==> src/rtl/alu_pkg.sv <==
// alu_pkg: shared definitions for the ALU request scheduler.
//   - DW_DEF / RW_DEF : default operand and result widths
//   - OP_*            : 3-bit opcode encodings
//   - state_t         : scheduler FSM states
package alu_pkg;

  localparam int DW_DEF = 4;
  localparam int RW_DEF = 8;

  localparam logic [2:0] OP_AND = 3'b000;
  localparam logic [2:0] OP_OR  = 3'b001;
  localparam logic [2:0] OP_ADD = 3'b010;
  localparam logic [2:0] OP_SUB = 3'b011;
  localparam logic [2:0] OP_MUL = 3'b100;
  localparam logic [2:0] OP_DIV = 3'b101;

  typedef enum logic [1:0] {
    ST_IDLE = 2'd0,
    ST_EXEC = 2'd1,
    ST_DIV  = 2'd2,
    ST_RESP = 2'd3
  } state_t;

endpackage

==> src/rtl/alu_div_iter.sv <==
// alu_div_iter: restoring unsigned divider, one quotient bit per cycle, MSB
// first. The first bit is resolved on the start edge itself, so done is high
// exactly DW cycles after the start cycle, with quotient valid while done=1.
// Ports:
//   clk, rst  : clock, synchronous active-high reset
//   start     : one-cycle pulse; dividend/divisor sampled on this edge
//   dividend  : DW-bit unsigned dividend
//   divisor   : DW-bit unsigned divisor (caller guarantees nonzero)
//   busy      : iterations still outstanding
//   done      : one-cycle pulse, quotient valid
//   quotient  : DW-bit quotient
module alu_div_iter
  import alu_pkg::*;
#(
  parameter int DW = DW_DEF
) (
  input  logic          clk,
  input  logic          rst,
  input  logic          start,
  input  logic [DW-1:0] dividend,
  input  logic [DW-1:0] divisor,
  output logic          busy,
  output logic          done,
  output logic [DW-1:0] quotient
);

  localparam int CW = $clog2(DW) + 1;

  logic [DW-1:0] rem;
  logic [DW-1:0] q;
  logic [DW-1:0] dvs;
  logic [CW-1:0] cnt;

  logic [DW-1:0] src_rem;
  logic [DW-1:0] src_q;
  logic [DW-1:0] src_dvs;
  logic [DW:0]   shifted;
  logic [DW:0]   diff;
  logic [DW-1:0] rem_step;
  logic [DW-1:0] q_step;

  // One restoring step. The partial remainder stays below the divisor, so
  // shifted < 2*divisor and a DW+1 bit difference carries a valid sign bit.
  // q doubles as the dividend shift register: its MSB is the next dividend
  // bit and quotient bits enter at the LSB.
  always_comb begin
    src_rem  = start ? '0 : rem;
    src_q    = start ? dividend : q;
    src_dvs  = start ? divisor : dvs;
    shifted  = {src_rem, src_q[DW-1]};
    diff     = shifted - {1'b0, src_dvs};
    rem_step = shifted[DW-1:0];
    q_step   = {src_q[DW-2:0], 1'b0};
    if (!diff[DW]) begin
      rem_step = diff[DW-1:0];
      q_step   = {src_q[DW-2:0], 1'b1};
    end
  end

  always_ff @(posedge clk) begin
    if (rst) begin
      rem  <= '0;
      q    <= '0;
      dvs  <= '0;
      cnt  <= '0;
      busy <= 1'b0;
      done <= 1'b0;
    end else if (start) begin
      rem  <= rem_step;
      q    <= q_step;
      dvs  <= divisor;
      cnt  <= CW'(DW - 1);
      busy <= 1'b1;
      done <= 1'b0;
    end else if (busy) begin
      rem <= rem_step;
      q   <= q_step;
      cnt <= cnt - 1'b1;
      if (cnt == CW'(1)) begin
        busy <= 1'b0;
        done <= 1'b1;
      end
    end else begin
      done <= 1'b0;
    end
  end

  assign quotient = q;

endmodule

==> src/rtl/alu_req_scheduler.sv <==
// alu_req_scheduler: shares one 4-bit ALU between two requesters.
// A round-robin arbiter accepts one command at a time; single-cycle ops run in
// EXEC, divide runs through alu_div_iter, and the tagged result is presented
// on the response channel until consumed.
// Ports:
//   clk, rst                         : clock, synchronous active-high reset
//   reqN_valid/ready/op/a/b (N=0,1)  : command channels
//   rsp_valid/ready                  : response handshake
//   rsp_id                           : requester that issued the command
//   rsp_result                       : RW-bit result
//   rsp_err                          : divide-by-zero or illegal opcode
//
// Handshake semantics (both channels): a transfer happens on the rising edge
// where valid and ready are both 1. A producer keeps valid (and its payload)
// until the transfer; here the response side holds rsp_valid and all rsp_*
// fields stable until rsp_ready. reqN_ready is a combinational function of the
// two valids, the grant pointer and the FSM state only, never of rsp_ready.
module alu_req_scheduler
  import alu_pkg::*;
#(
  parameter int DW = DW_DEF,
  parameter int RW = RW_DEF
) (
  input  logic          clk,
  input  logic          rst,
  input  logic          req0_valid,
  output logic          req0_ready,
  input  logic [2:0]    req0_op,
  input  logic [DW-1:0] req0_a,
  input  logic [DW-1:0] req0_b,
  input  logic          req1_valid,
  output logic          req1_ready,
  input  logic [2:0]    req1_op,
  input  logic [DW-1:0] req1_a,
  input  logic [DW-1:0] req1_b,
  output logic          rsp_valid,
  input  logic          rsp_ready,
  output logic          rsp_id,
  output logic [RW-1:0] rsp_result,
  output logic          rsp_err
);

  state_t state;
  state_t state_next;

  // grant_ptr holds the id granted last; the other one wins a contention.
  logic          grant_ptr;
  logic          cap_id;
  logic [2:0]    cap_op;
  logic [DW-1:0] cap_a;
  logic [DW-1:0] cap_b;

  logic          gnt0;
  logic          gnt1;
  logic          accept_en;
  logic          hs;
  logic          hs_id;
  logic [2:0]    sel_op;
  logic [DW-1:0] sel_a;
  logic [DW-1:0] sel_b;
  logic          div_start;
  logic          div_busy;
  logic          div_done;
  logic [DW-1:0] div_q;

  logic [RW-1:0] a_ext;
  logic [RW-1:0] b_ext;
  logic [RW-1:0] alu_res;
  logic          alu_err;

  // Arbiter and accept logic.
  always_comb begin
    gnt0       = req0_valid & (~req1_valid | grant_ptr);
    gnt1       = req1_valid & (~req0_valid | ~grant_ptr);
    // The divider is always idle in IDLE; the busy term only guards against
    // overlapping a new start with a running division.
    accept_en  = (state == ST_IDLE) & ~rst & ~div_busy;
    req0_ready = accept_en & gnt0;
    req1_ready = accept_en & gnt1;
    hs         = req0_ready | req1_ready;
    hs_id      = req1_ready;
    sel_op     = hs_id ? req1_op : req0_op;
    sel_a      = hs_id ? req1_a  : req0_a;
    sel_b      = hs_id ? req1_b  : req0_b;
    // Divide-by-zero bypasses the divider and is flagged in EXEC.
    div_start  = hs & (sel_op == OP_DIV) & (sel_b != '0);
  end

  // FSM next state and response valid.
  always_comb begin
    state_next = state;
    rsp_valid  = 1'b0;
    case (state)
      ST_IDLE: begin
        if (hs) begin
          state_next = div_start ? ST_DIV : ST_EXEC;
        end
      end
      ST_EXEC: begin
        state_next = ST_RESP;
      end
      ST_DIV: begin
        if (div_done) begin
          state_next = ST_RESP;
        end
      end
      ST_RESP: begin
        rsp_valid = 1'b1;
        if (rsp_ready) begin
          state_next = ST_IDLE;
        end
      end
      default: begin
        state_next = ST_IDLE;
      end
    endcase
  end

  always_ff @(posedge clk) begin
    if (rst) begin
      state <= ST_IDLE;
    end else begin
      state <= state_next;
    end
  end

  // Single-cycle datapath on the captured command. OP_DIV only reaches EXEC
  // with a zero divisor, so it is an error here.
  always_comb begin
    a_ext   = RW'(cap_a);
    b_ext   = RW'(cap_b);
    alu_res = '0;
    alu_err = 1'b0;
    case (cap_op)
      OP_AND:  alu_res = a_ext & b_ext;
      OP_OR:   alu_res = a_ext | b_ext;
      OP_ADD:  alu_res = a_ext + b_ext;
      OP_SUB:  alu_res = a_ext - b_ext;
      OP_MUL:  alu_res = a_ext * b_ext;
      OP_DIV:  alu_err = 1'b1;
      default: alu_err = 1'b1;
    endcase
  end

  always_ff @(posedge clk) begin
    if (rst) begin
      grant_ptr  <= 1'b1;
      cap_id     <= 1'b0;
      cap_op     <= '0;
      cap_a      <= '0;
      cap_b      <= '0;
      rsp_id     <= 1'b0;
      rsp_result <= '0;
      rsp_err    <= 1'b0;
    end else begin
      if (hs) begin
        grant_ptr <= hs_id;
        cap_id    <= hs_id;
        cap_op    <= sel_op;
        cap_a     <= sel_a;
        cap_b     <= sel_b;
      end
      if (state == ST_EXEC) begin
        rsp_id     <= cap_id;
        rsp_result <= alu_res;
        rsp_err    <= alu_err;
      end
      if ((state == ST_DIV) && div_done) begin
        rsp_id     <= cap_id;
        rsp_result <= RW'(div_q);
        rsp_err    <= 1'b0;
      end
    end
  end

  alu_div_iter #(
    .DW(DW)
  ) u_div (
    .clk      (clk),
    .rst      (rst),
    .start    (div_start),
    .dividend (sel_a),
    .divisor  (sel_b),
    .busy     (div_busy),
    .done     (div_done),
    .quotient (div_q)
  );

endmodule

==> config.mk <==
export PLATFORM = sky130hd
export DESIGN_NAME = alu_req_scheduler
export DESIGN_NICKNAME = d
export VERILOG_FILES = /design/src/rtl/alu_pkg.sv /design/src/rtl/alu_div_iter.sv /design/src/rtl/alu_req_scheduler.sv
export SDC_FILE = /design/constraint.sdc
export NUM_CORES = 1
export LEC_CHECK = 0
export CAP_MARGIN = 20
export CORE_AREA = 2 2 81 83
export CTS_CLUSTER_DIAMETER = 30
export CTS_CLUSTER_SIZE = 30
export DETAILED_ROUTE_END_ITERATION = 6
export DIE_AREA = 0 0 83 85
export PLACE_DENSITY = 0.74
export REMOVE_ABC_BUFFERS = 1
export SYNTH_ARGS = -nofsm -noshare
export SYNTH_HDL_FRONTEND = slang
export SYNTH_SLANG_ARGS = --single-unit
==> constraint.sdc <==
create_clock -name clk -period 3.76 [get_ports clk]
set_input_delay 0.752 -clock clk [delete_from_list [all_inputs] [get_ports clk]]
set_output_delay 0.752 -clock clk [all_outputs]
set_load 0.01 [all_outputs]
==> flow_metrics.tcl <==
set metrics [dict create \
    grt_pass1_vias 2832 \
    peakVddDrop_v 0.000251 \
    synthAdderAreaFrac_pct 19.2 \
    die_width_um 83 \
    startpoint "req0_b[3]" \
    pin_count 40 \
    slew_violations 0 \
    worst_pin_slew_ns 0.557 \
    r2r-end "u_div.rem[1]" \
    ys_ff_latch 42 \
    fin_crit_sh_pct 97.5 \
    whs_endpoint "grant_ptr" \
    antenna_found_initial 0 \
    rows 29 \
    synth_top_family_by_area "compound AO/OA/AOI/OAI gates" \
    drtAntennaViolNets 0 \
    firstDrtPassIters 4 \
    synthMuxAreaShare_pct 5.71 \
    cts_buffer_depth 2 \
    drive_gt1_share_pct 16.8 \
    worst_setup_path_end_kind "flip-flop" \
    grt_usage_pct 21.6 \
    nets 514 \
    worstHoldPathType "flip-flop to flip-flop" \
    via_per_inst 5.35 \
    fin_skew_ns 0.00285 \
    grt_max_degree 39 \
    r2r_slack_ns 0.24 \
    clk_latency_ns 0.29 \
    gp_congestion 0.922 \
    core_mm2 0.00620 \
    wl_per_cell_um 14.3 \
    area_growth_pct 31.2 \
    syn_inst 366 \
    synth-simple-area-share_pct 18.7 \
    fin_area_mm2 0.00394 \
    synth-warning-count 0 \
    clk_pin_slew_ns 0.08 \
    htreeDepth 2 \
    dieArea_mm2 0.00706 \
    start_kind "input port" \
    cp.required_ns 3.97 \
    grt_pass1_wl_mm 12.5 \
    synth_compound_area_share_pct 19.3 \
    synth_xor_area_share_pct 2.87 \
    hold_path_depth 1 \
    cts_buffers 5 \
    setup_violations 0 \
    hold_violations 0 \
    status "finished, final reports clean" \
    r2r-start "state[0]" \
    die_h_um 85 \
    worstPathArrival_ns 3.88 \
    period_needed_ns 3.66 \
    syn_area_mm2 0.00300 \
    ff2ff_path_depth 16 \
    routed_wirelength_mm 7.50 \
    maxCapViolCount 0 \
    grt_remaining_overflow 0 \
    slew_headroom_pct 62.8 \
    synth_area_leaders "dfxtp_1 (28%), ha_1 (15%), nor2_1 (6.7%)" \
    synth_top_area_share_pct 28.0 \
    yosysSeqAreaShare_pct 28.0 \
    hpwl_mm 5.76 \
    root_buffer "clkbuf_8" \
    initial_core_util_pct 48.4 \
    cp_max_fo 4 \
    route.detailed.drc 0 \
    first_iter_violations 123 \
    cts.sinks 42 \
    p_leak_uw 0.00175 \
    avgSynthCellArea_um2 8.21 \
    diodes 0 \
    tritoncts "done" \
    port_buffers 39 \
    final_util_pct 63.5 \
    max_freq_mhz 273 \
    vias 2798 \
    p_per_area_mw_per_mm2 420 \
    synth_cell_types 45 \
    synth_top_cell_by_area "dfxtp_1" \
    hold_start "grant_ptr" \
    worstSetupPathType "input port to flip-flop" \
    tns_ns 0 \
    dpl-instance-area_mm2 0.00376 \
]
-- worst max-delay path by stage --
stage,to,slack (ns)
2_1_floorplan,u_div.rem[1],-0.02
3_3_place_gp,u_div.rem[1],-0.27
3_5_place_dp,u_div.rem[1],-0.35
4_1_cts,u_div.rem[1],0.007
5_1_grt,u_div.rem[1],-0.04
6_report,u_div.rem[1],0.1
-- kinds of logic after synthesis --
| kind of cell | Yosys count |
|---|---|
| simple gates | 123 |
| compound gates | 85 |
| buf+inv | 49 |
| fa+ha+maj | 42 |
| flops | 42 |
| mux | 16 |
| xor+xnor | 9 |
-- what timing repair did --
item,4_1_cts,5_1_grt
endpoints found under the setup margin,2,4
hold endpoints to repair,0,0
gates resized for setup,1,14
pin swaps,2,7
setup buffers,2,2
hold buffers,0,0
-- cells in the final DEF (no fill, tap or decap), drive strengths merged, types with 2 or more instances in the layout --
cell type	netlist	routed
nor2	54	54
buf	3	46
dfxtp	42	42
clkdlybuf4s50	0	37
inv	35	35
nand2	35	35
ha	35	35
a21oi	22	22
a211oi	15	15
mux2i	13	13
o21ai	12	12
nand2b	8	8
nor3	7	7
fa	7	7
nor2b	6	6
clkbuf	10	6
a22oi	6	6
xnor2	5	5
a221oi	4	4
o21bai	4	4
a21o	4	4
nand3	4	4
xor2	4	4
o22ai	4	4
o211ai	3	3
a222oi	3	3
a311oi	3	3
mux2	3	3
nor3b	3	3
clkinv	1	3
nand3b	2	2
nor4	2	2
and2	2	2
dlymetal6s2s	0	2
-- routing by layer --
metal / part of all wire, % / global-route usage, % / up-vias
met1: 45 / 25.1 / 1325
met2: 51 / 39.9 / 44
li1: - / - / 1413
met4: 2.4 / 8.35 / 0
met3: 2.0 / 3.50 / 16
met5: 0 / 0 / -
-- cell usage after synthesis, drive strengths merged --
library cell	n
nand3	4
nor4	2
a21oi	22
clkinv	1
a22oi	6
nand3b	2
nor3	7
o21bai	4
nor2	54
o31ai	1
mux2i	13
a222oi	3
o21a	1
xnor2	5
buf	3
a21boi	1
o22ai	4
and2	2
dfxtp	42
xor2	4
nor2b	6
fa	7
a22o	1
ha	35
a221oi	4
clkbuf	10
nor3b	3
nand2b	8
a211oi	15
inv	35
o21ai	12
a211o	1
o211ai	3
a311oi	3
nand2	35
mux2	3
a21o	4
-- area by class of cell --
type | count | area (µm²)
Clock buffer | 6 | 72.6
Clock inverter | 2 | 13.8
Fill cell | 524 | 2260
Inverter | 36 | 135
Multi-Input combinational cell | 275 | 2040
Sequential cell | 42 | 841
Tap cell | 77 | 96.3
Timing Repair Buffer | 85 | 741
-- critical path: stages --
cell,delay (ns)
clkdlybuf4s50_1,0.45
nor4_2,0.28
nor2_1,0.08
mux2i_2,0.21
buf_4,0.16
nor2_2,0.04
mux2i_2,0.16
ha_2,0.21
fa_2,0.39
nor2b_1,0.11
o21ai_0,0.08
nand2b_1,0.15
xor2_2,0.26
mux2_4,0.34
a211oi_2,0.19
-- stage by stage --
step | total power [µW] | worst slack [ns] | cells | hold WS (ns)
final | 1650 | 0.0950 | 523 | 0.468
after floorplan | 1060 | -0.0178 | 353 | 0.435
after detailed placement | 1340 | -0.354 | 511 | 0.451
after global routing | 1780 | -0.0423 | 523 | 0.479
after CTS | 1640 | 0.00653 | 521 | 0.471
after global placement | 1310 | -0.271 | 511 | 0.448
-- registers in the layout (all words and copies together) (netlist names) --
signal	cells
rsp_result	8
cap_a	4
cap_b	4
u_div.dvs	4
u_div.quotient	4
u_div.rem	4
cap_op	3
u_div.cnt	3
state	2
cap_id	1
grant_ptr	1
rsp_err	1
rsp_id	1
u_div.busy	1
u_div.done	1
-- power by group --
group,switching [µW],internal [µW],leakage (µW)
combinational,407,374,0.00136
sequential,73.8,508,0.000342
clock,160,131,0.0000452
No activity file was read; power rests on OpenSTA's default activity.
